`src/rtl/fifo_pkg.sv`:
```
// Shared sizing for the byte FIFO and a helper for the pointer-based full test.
package fifo_pkg;

  localparam int unsigned FIFO_DATA_WIDTH = 8;
  localparam int unsigned FIFO_ADDR_WIDTH = 6;
  localparam int unsigned FIFO_DEPTH      = 2 ** FIFO_ADDR_WIDTH;
  localparam int unsigned PTR_WIDTH       = FIFO_ADDR_WIDTH + 1;

  typedef logic [PTR_WIDTH-1:0] ptr_t;

  // Full when the addresses match but the wrap bits differ.
  function automatic logic ptr_full(ptr_t wptr, ptr_t rptr);
    return (wptr[FIFO_ADDR_WIDTH-1:0] == rptr[FIFO_ADDR_WIDTH-1:0]) &&
           (wptr[FIFO_ADDR_WIDTH] != rptr[FIFO_ADDR_WIDTH]);
  endfunction

endpackage

```
`src/rtl/sync_fifo_if.sv`:
```
// Producer/consumer handshake bundle for sync_fifo.
interface sync_fifo_if
  import fifo_pkg::*;
#(
  parameter int unsigned DATA_WIDTH = FIFO_DATA_WIDTH
);

  logic                  wr_en;
  logic                  rd_en;
  logic [DATA_WIDTH-1:0] fifo_in;
  logic [DATA_WIDTH-1:0] fifo_out;
  logic                  fifo_full;
  logic                  fifo_empty;

  modport master (
    output wr_en, rd_en, fifo_in,
    input  fifo_out, fifo_full, fifo_empty
  );

  modport slave (
    input  wr_en, rd_en, fifo_in,
    output fifo_out, fifo_full, fifo_empty
  );

endinterface

```
`src/rtl/fifo_mem.sv`:
```
// Simple dual-port RAM: synchronous write, registered read with its own enable.
module fifo_mem
  import fifo_pkg::*;
#(
  parameter int unsigned DATA_WIDTH = FIFO_DATA_WIDTH,
  parameter int unsigned ADDR_WIDTH = FIFO_ADDR_WIDTH
) (
  input  logic                  clk,
  input  logic                  rst,
  input  logic                  wr_en,
  input  logic [ADDR_WIDTH-1:0] wr_addr,
  input  logic [DATA_WIDTH-1:0] wr_data,
  input  logic                  rd_en,
  input  logic [ADDR_WIDTH-1:0] rd_addr,
  output logic [DATA_WIDTH-1:0] rd_data
);

  logic [DATA_WIDTH-1:0] mem [2**ADDR_WIDTH];

  always_ff @(posedge clk) begin
    if (wr_en) begin
      mem[wr_addr] <= wr_data;
    end
  end

  // Only the output register is reset; array contents are left as-is.
  always_ff @(posedge clk) begin
    if (rst) begin
      rd_data <= '0;
    end else if (rd_en) begin
      rd_data <= mem[rd_addr];
    end
  end

endmodule

```
`src/rtl/sync_fifo.sv`:
```
// Single-clock FIFO: wrap-bit pointers, flags from registered pointers, gated accepts.
module sync_fifo
  import fifo_pkg::*;
#(
  parameter int unsigned DATA_WIDTH = FIFO_DATA_WIDTH,
  parameter int unsigned ADDR_WIDTH = FIFO_ADDR_WIDTH
) (
  input  logic        clk,
  input  logic        rst,
  sync_fifo_if.slave  bus
);

  localparam int unsigned PtrWidth = ADDR_WIDTH + 1;

  logic [PtrWidth-1:0]   wptr_q, wptr_d;
  logic [PtrWidth-1:0]   rptr_q, rptr_d;
  logic                  full, empty;
  logic                  wr_accept, rd_accept;
  logic [DATA_WIDTH-1:0] rd_data;

  assign empty = (wptr_q == rptr_q);
  assign full  = (wptr_q[ADDR_WIDTH-1:0] == rptr_q[ADDR_WIDTH-1:0]) &&
                 (wptr_q[ADDR_WIDTH] != rptr_q[ADDR_WIDTH]);

  // Reset wins over both requests in the same cycle.
  assign wr_accept = bus.wr_en && !full && !rst;
  assign rd_accept = bus.rd_en && !empty && !rst;

  always_comb begin
    wptr_d = wptr_q;
    rptr_d = rptr_q;
    if (wr_accept) begin
      wptr_d = wptr_q + PtrWidth'(1);
    end
    if (rd_accept) begin
      rptr_d = rptr_q + PtrWidth'(1);
    end
  end

  always_ff @(posedge clk) begin
    if (rst) begin
      wptr_q <= '0;
      rptr_q <= '0;
    end else begin
      wptr_q <= wptr_d;
      rptr_q <= rptr_d;
    end
  end

  fifo_mem #(
    .DATA_WIDTH (DATA_WIDTH),
    .ADDR_WIDTH (ADDR_WIDTH)
  ) u_mem (
    .clk     (clk),
    .rst     (rst),
    .wr_en   (wr_accept),
    .wr_addr (wptr_q[ADDR_WIDTH-1:0]),
    .wr_data (bus.fifo_in),
    .rd_en   (rd_accept),
    .rd_addr (rptr_q[ADDR_WIDTH-1:0]),
    .rd_data (rd_data)
  );

  assign bus.fifo_out   = rd_data;
  assign bus.fifo_full  = full;
  assign bus.fifo_empty = empty;

endmodule

```
`src/flat_wrapper.sv`:
```
// flat-port wrapper written by rule: the top's interface ports become plain ports
module sync_fifo_flat import fifo_pkg::*;
#(
  parameter int unsigned DATA_WIDTH = FIFO_DATA_WIDTH,
  parameter int unsigned ADDR_WIDTH = FIFO_ADDR_WIDTH
)
  (clk, rst, bus_wr_en, bus_rd_en, bus_fifo_in, bus_fifo_out, bus_fifo_full, bus_fifo_empty);
  sync_fifo_if #(.DATA_WIDTH(DATA_WIDTH)) bus_i ();
  input  logic clk;
  input  logic rst;
  input wire logic [$bits(bus_i.wr_en)-1:0] bus_wr_en;
  input wire logic [$bits(bus_i.rd_en)-1:0] bus_rd_en;
  input wire logic [$bits(bus_i.fifo_in)-1:0] bus_fifo_in;
  output wire logic [$bits(bus_i.fifo_out)-1:0] bus_fifo_out;
  output wire logic [$bits(bus_i.fifo_full)-1:0] bus_fifo_full;
  output wire logic [$bits(bus_i.fifo_empty)-1:0] bus_fifo_empty;
  assign bus_i.wr_en = bus_wr_en;
  assign bus_i.rd_en = bus_rd_en;
  assign bus_i.fifo_in = bus_fifo_in;
  assign bus_fifo_out = bus_i.fifo_out;
  assign bus_fifo_full = bus_i.fifo_full;
  assign bus_fifo_empty = bus_i.fifo_empty;
  sync_fifo #(.DATA_WIDTH(DATA_WIDTH), .ADDR_WIDTH(ADDR_WIDTH)) u_core (.clk(clk), .rst(rst), .bus(bus_i));
endmodule
```
`config.mk`:
```
export PLATFORM = sky130hd
export DESIGN_NAME = sync_fifo_flat
export DESIGN_NICKNAME = d
export VERILOG_FILES = /design/src/rtl/fifo_pkg.sv /design/src/rtl/sync_fifo_if.sv /design/src/rtl/fifo_mem.sv /design/src/rtl/sync_fifo.sv /design/src/flat_wrapper.sv
export SDC_FILE = /design/constraint.sdc
export NUM_CORES = 1
export LEC_CHECK = 0
export ABC_AREA = 0
export BUFFER_PORTS_ARGS = -buffer_cell sky130_fd_sc_hd__buf_4
export CORE_UTILIZATION = 55
export DETAILED_ROUTE_END_ITERATION = 8
export PLACE_DENSITY = 0.71
export SETUP_SLACK_MARGIN = 0.4
export SLEW_MARGIN = 20
export SYNTH_ARGS = -nofsm -noshare
export SYNTH_HDL_FRONTEND = slang
export SYNTH_HIERARCHICAL = 1
export SYNTH_SLANG_ARGS = --single-unit
```
`constraint.sdc`:
```
create_clock -name clk -period 4.7 [get_ports clk]
set_input_delay 0.235 -clock clk [delete_from_list [all_inputs] [get_ports clk]]
set_output_delay 0.235 -clock clk [all_outputs]
set_load 0.005 [all_outputs]
```
==> reports/metrics.cfg <==
[clock_tree]
cts_buffers=50
cts.repair.resized=0
clk_latency_ns=0.57
clkTransAtPathRegs_ns=0.06
cts.sinks=534
cts_hold_buf=0
cts_setup_buffers=0
htree_levels=2
cts_tree=yes
clockBufferDepth=3
clockRootBuffer=clkbuf_16

[detailed_routing]
drc=0
drt_iter0_drc=1178
wl_per_cell_um=26.2
via_per_inst=6.28
wl_met3_mm=3.63
ant_nets=0
met1Wirelength_mm=18.5
wl_met2_mm=21.4
wl_mm=44.6
highest_layer=met5
via_count=10700
dr.pass1.iters=6

[critical_path]
critical_path.most_common_cell=nor2_1
cp.required_ns=4.89
critPathBufInv=0
start_kind=flip-flop
path_delay_family=simple AND/OR/NAND/NOR gates
crit_type=flip-flop to flip-flop
crit_arrival_ns=4.07
max_stage_delay_ns=0.84
worstSetupEndpointType=flip-flop
slowest_stage=dfxtp_4
cp_max_fo=43
worstPathCellList=xnor2_1, and3_1, a21bo_1, nor2_1, nor2b_1, nand3_1, nor2_1

[floorplanning]
design.core.area_um2=37600
rows=71
io_pins=22
start_util_pct=55.8
die_w_um=197
fp.dieH_um=197
die-area_um2=38900

[timing]
skew_ns=0.0233
slew_headroom_pct=27.3
achievable-frequency_ghz=0.258
tightest_slew_ns=1.09
setup_viol=0
rsz0062_at_grt=no
hold_slack_ns=0.0342
period_needed_ns=3.88
final-hold-violation-count=0
period_share_pct=82.6
setup_tns_ns=0
slew_violations=0

[power_and_ir_drop]
p_per_area_nw_per_um2=429
ir_drop_v=0.000244
p_leak_nw=6.90

[synth]
async_reset_ff_share_pct=0
synth_edf_count=512
yosys-top-cells-count=edfxtp_1 (512), mux2i_1 (130), a22oi_1 (96), nor2_1 (78), mux4_2 (56)
synth_area_leader_cell=edfxtp_1
ys_types=41
ys.flop_type=edfxtp_1
synth_area_per_cell_um2=18.6
syn_nets=1143
netlist_instances=1129
synth_area_leaders=edfxtp_1 (73%), mux2i_1 (6.2%), mux4_2 (6.0%), a22oi_1 (3.4%), dfxtp_1 (2.1%)
ys_seq_elements=534
synthesis.area_um2=21000
synth_top_area_share_pct=73.3
ys_warn_count=6
seq_area_frac_synth_pct=75.4
yosysMostFrequentCell=edfxtp_1

[placement]
port_buffers=21
globalplace.congestion=0.819
dp_hpwl_mm=26.5

[global_routing]
grtUsageTotal_pct=23.4
grt_pass1_wl_mm=65.7
grt_max_degree=65
first_global_vias=10400
grt_remaining_overflow=0
antenna_found_initial=1

[finish]
num-fill-cells=2614
fin_nets=1161
area_growth_pct=10.4
antenna-diode-count=0
drive_above_1_share_pct=14.4

[run]
cap_viol_max_count=0

[hold_path]
hp-class=input port to flip-flop

[outcome]
outcome=finished, final reports clean

-- registers in the layout, indices dropped and copies added, names as in the netlist --
signal,count
u_core/u_mem/mem,512
u_core/wptr_q,7
u_core/rptr_q,7
u_core/u_mem/rd_data,8
-- logic make-up (layout without fill, tap and decap cells) --
group | after synthesis | in the layout | share of synthesized area [%]
xor gates and xnor gates | 13 | 13 | 0.543
adders and majority gates | 2 | 2 | 0.119
AOI/OAI and AO/OA | 119 | 119 | 4.27
muxes | 194 | 194 | 13.2
and+or+nand+nor | 200 | 200 | 4.79
buffers and inverters | 67 | 125 | 1.61
DFF | 534 | 534 | 75.4
-- layout make-up --
class | count | area [µm²] | area share (%)
inverters | 1 | 3.75 | 0.0162
clock inverters | 37 | 318 | 1.37
well taps | 511 | 639 | 2.76
flip-flops and latches | 534 | 15800 | 68.3
repair buffers | 32 | 240 | 1.04
clock buffers | 55 | 1290 | 5.58
multi-input cells | 528 | 4840 | 20.9
-- final timing paths --
path                            startpoint  slack (ns)                                end  cells past startpoint
max          u_core/rptr_q[0]$_SDFFE_PP0P_        0.82  u_core/u_mem/mem[22][7]$_DFFE_PP_                      7
min                                    rst        0.03      u_core/rptr_q[1]$_SDFFE_PP0P_                      2
max reg2reg  u_core/rptr_q[0]$_SDFFE_PP0P_        0.82  u_core/u_mem/mem[22][7]$_DFFE_PP_                      7
min reg2reg  u_core/rptr_q[6]$_SDFFE_PP0P_        0.52      u_core/rptr_q[6]$_SDFFE_PP0P_                      2
-- through the flow --
stage | power, mW | std cells | cell area (µm²) | setup slack [ns] | utilization, %
global route | 10.2 | 1698 | 23200 | 0.538 | 61.6
floorplan | 5.85 | 1129 | 21000 | 1.99 | -
finish | 9.92 | 1698 | 23200 | 0.819 | 61.6
global placement | 6.10 | 1606 | 21500 | 1.05 | 57.3
CTS | 9.98 | 1698 | 23100 | 0.874 | 61.6
detailed placement | 6.11 | 1606 | 21500 | 0.894 | 57.3
-- layout by cell type, fill, tap and decap left out, types with 3 or more instances in the layout --
| master | instances |
|---|---|
| edfxtp_1 | 512 |
| mux2i_1 | 130 |
| a22oi_1 | 96 |
| nor2_1 | 77 |
| mux4_2 | 56 |
| clkbuf_16 | 51 |
| nand3_1 | 38 |
| buf_4 | 32 |
| nand4_1 | 23 |
| dfxtp_1 | 20 |
| nand2_1 | 17 |
| clkinv_1 | 13 |
| clkinv_2 | 11 |
| nor2b_1 | 9 |
| nor3b_1 | 9 |
| a221o_1 | 8 |
| mux4_1 | 8 |
| xor2_1 | 7 |
| or4_1 | 7 |
| xnor2_1 | 6 |
| clkinvlp_4 | 5 |
| bufinv_16 | 5 |
| a21oi_1 | 5 |
| clkbuf_1 | 4 |
| o21ai_0 | 4 |
| o31ai_1 | 3 |
-- power breakdown --
group	total [mW]	leakage (nW)	switching [mW]	internal (mW)
clock	3.92	0.781	1.66	2.26
combinational	0.701	1.34	0.414	0.287
sequential	5.31	4.78	0.0748	5.23
-- layer usage --
metal,GRT usage (%),vias up
met5,0,-
met4,6.46,2
met3,4.05,76
met2,37.6,477
met1,33.4,5455
li1,-,4649
Note: power is estimated with default switching activity, not from simulation.
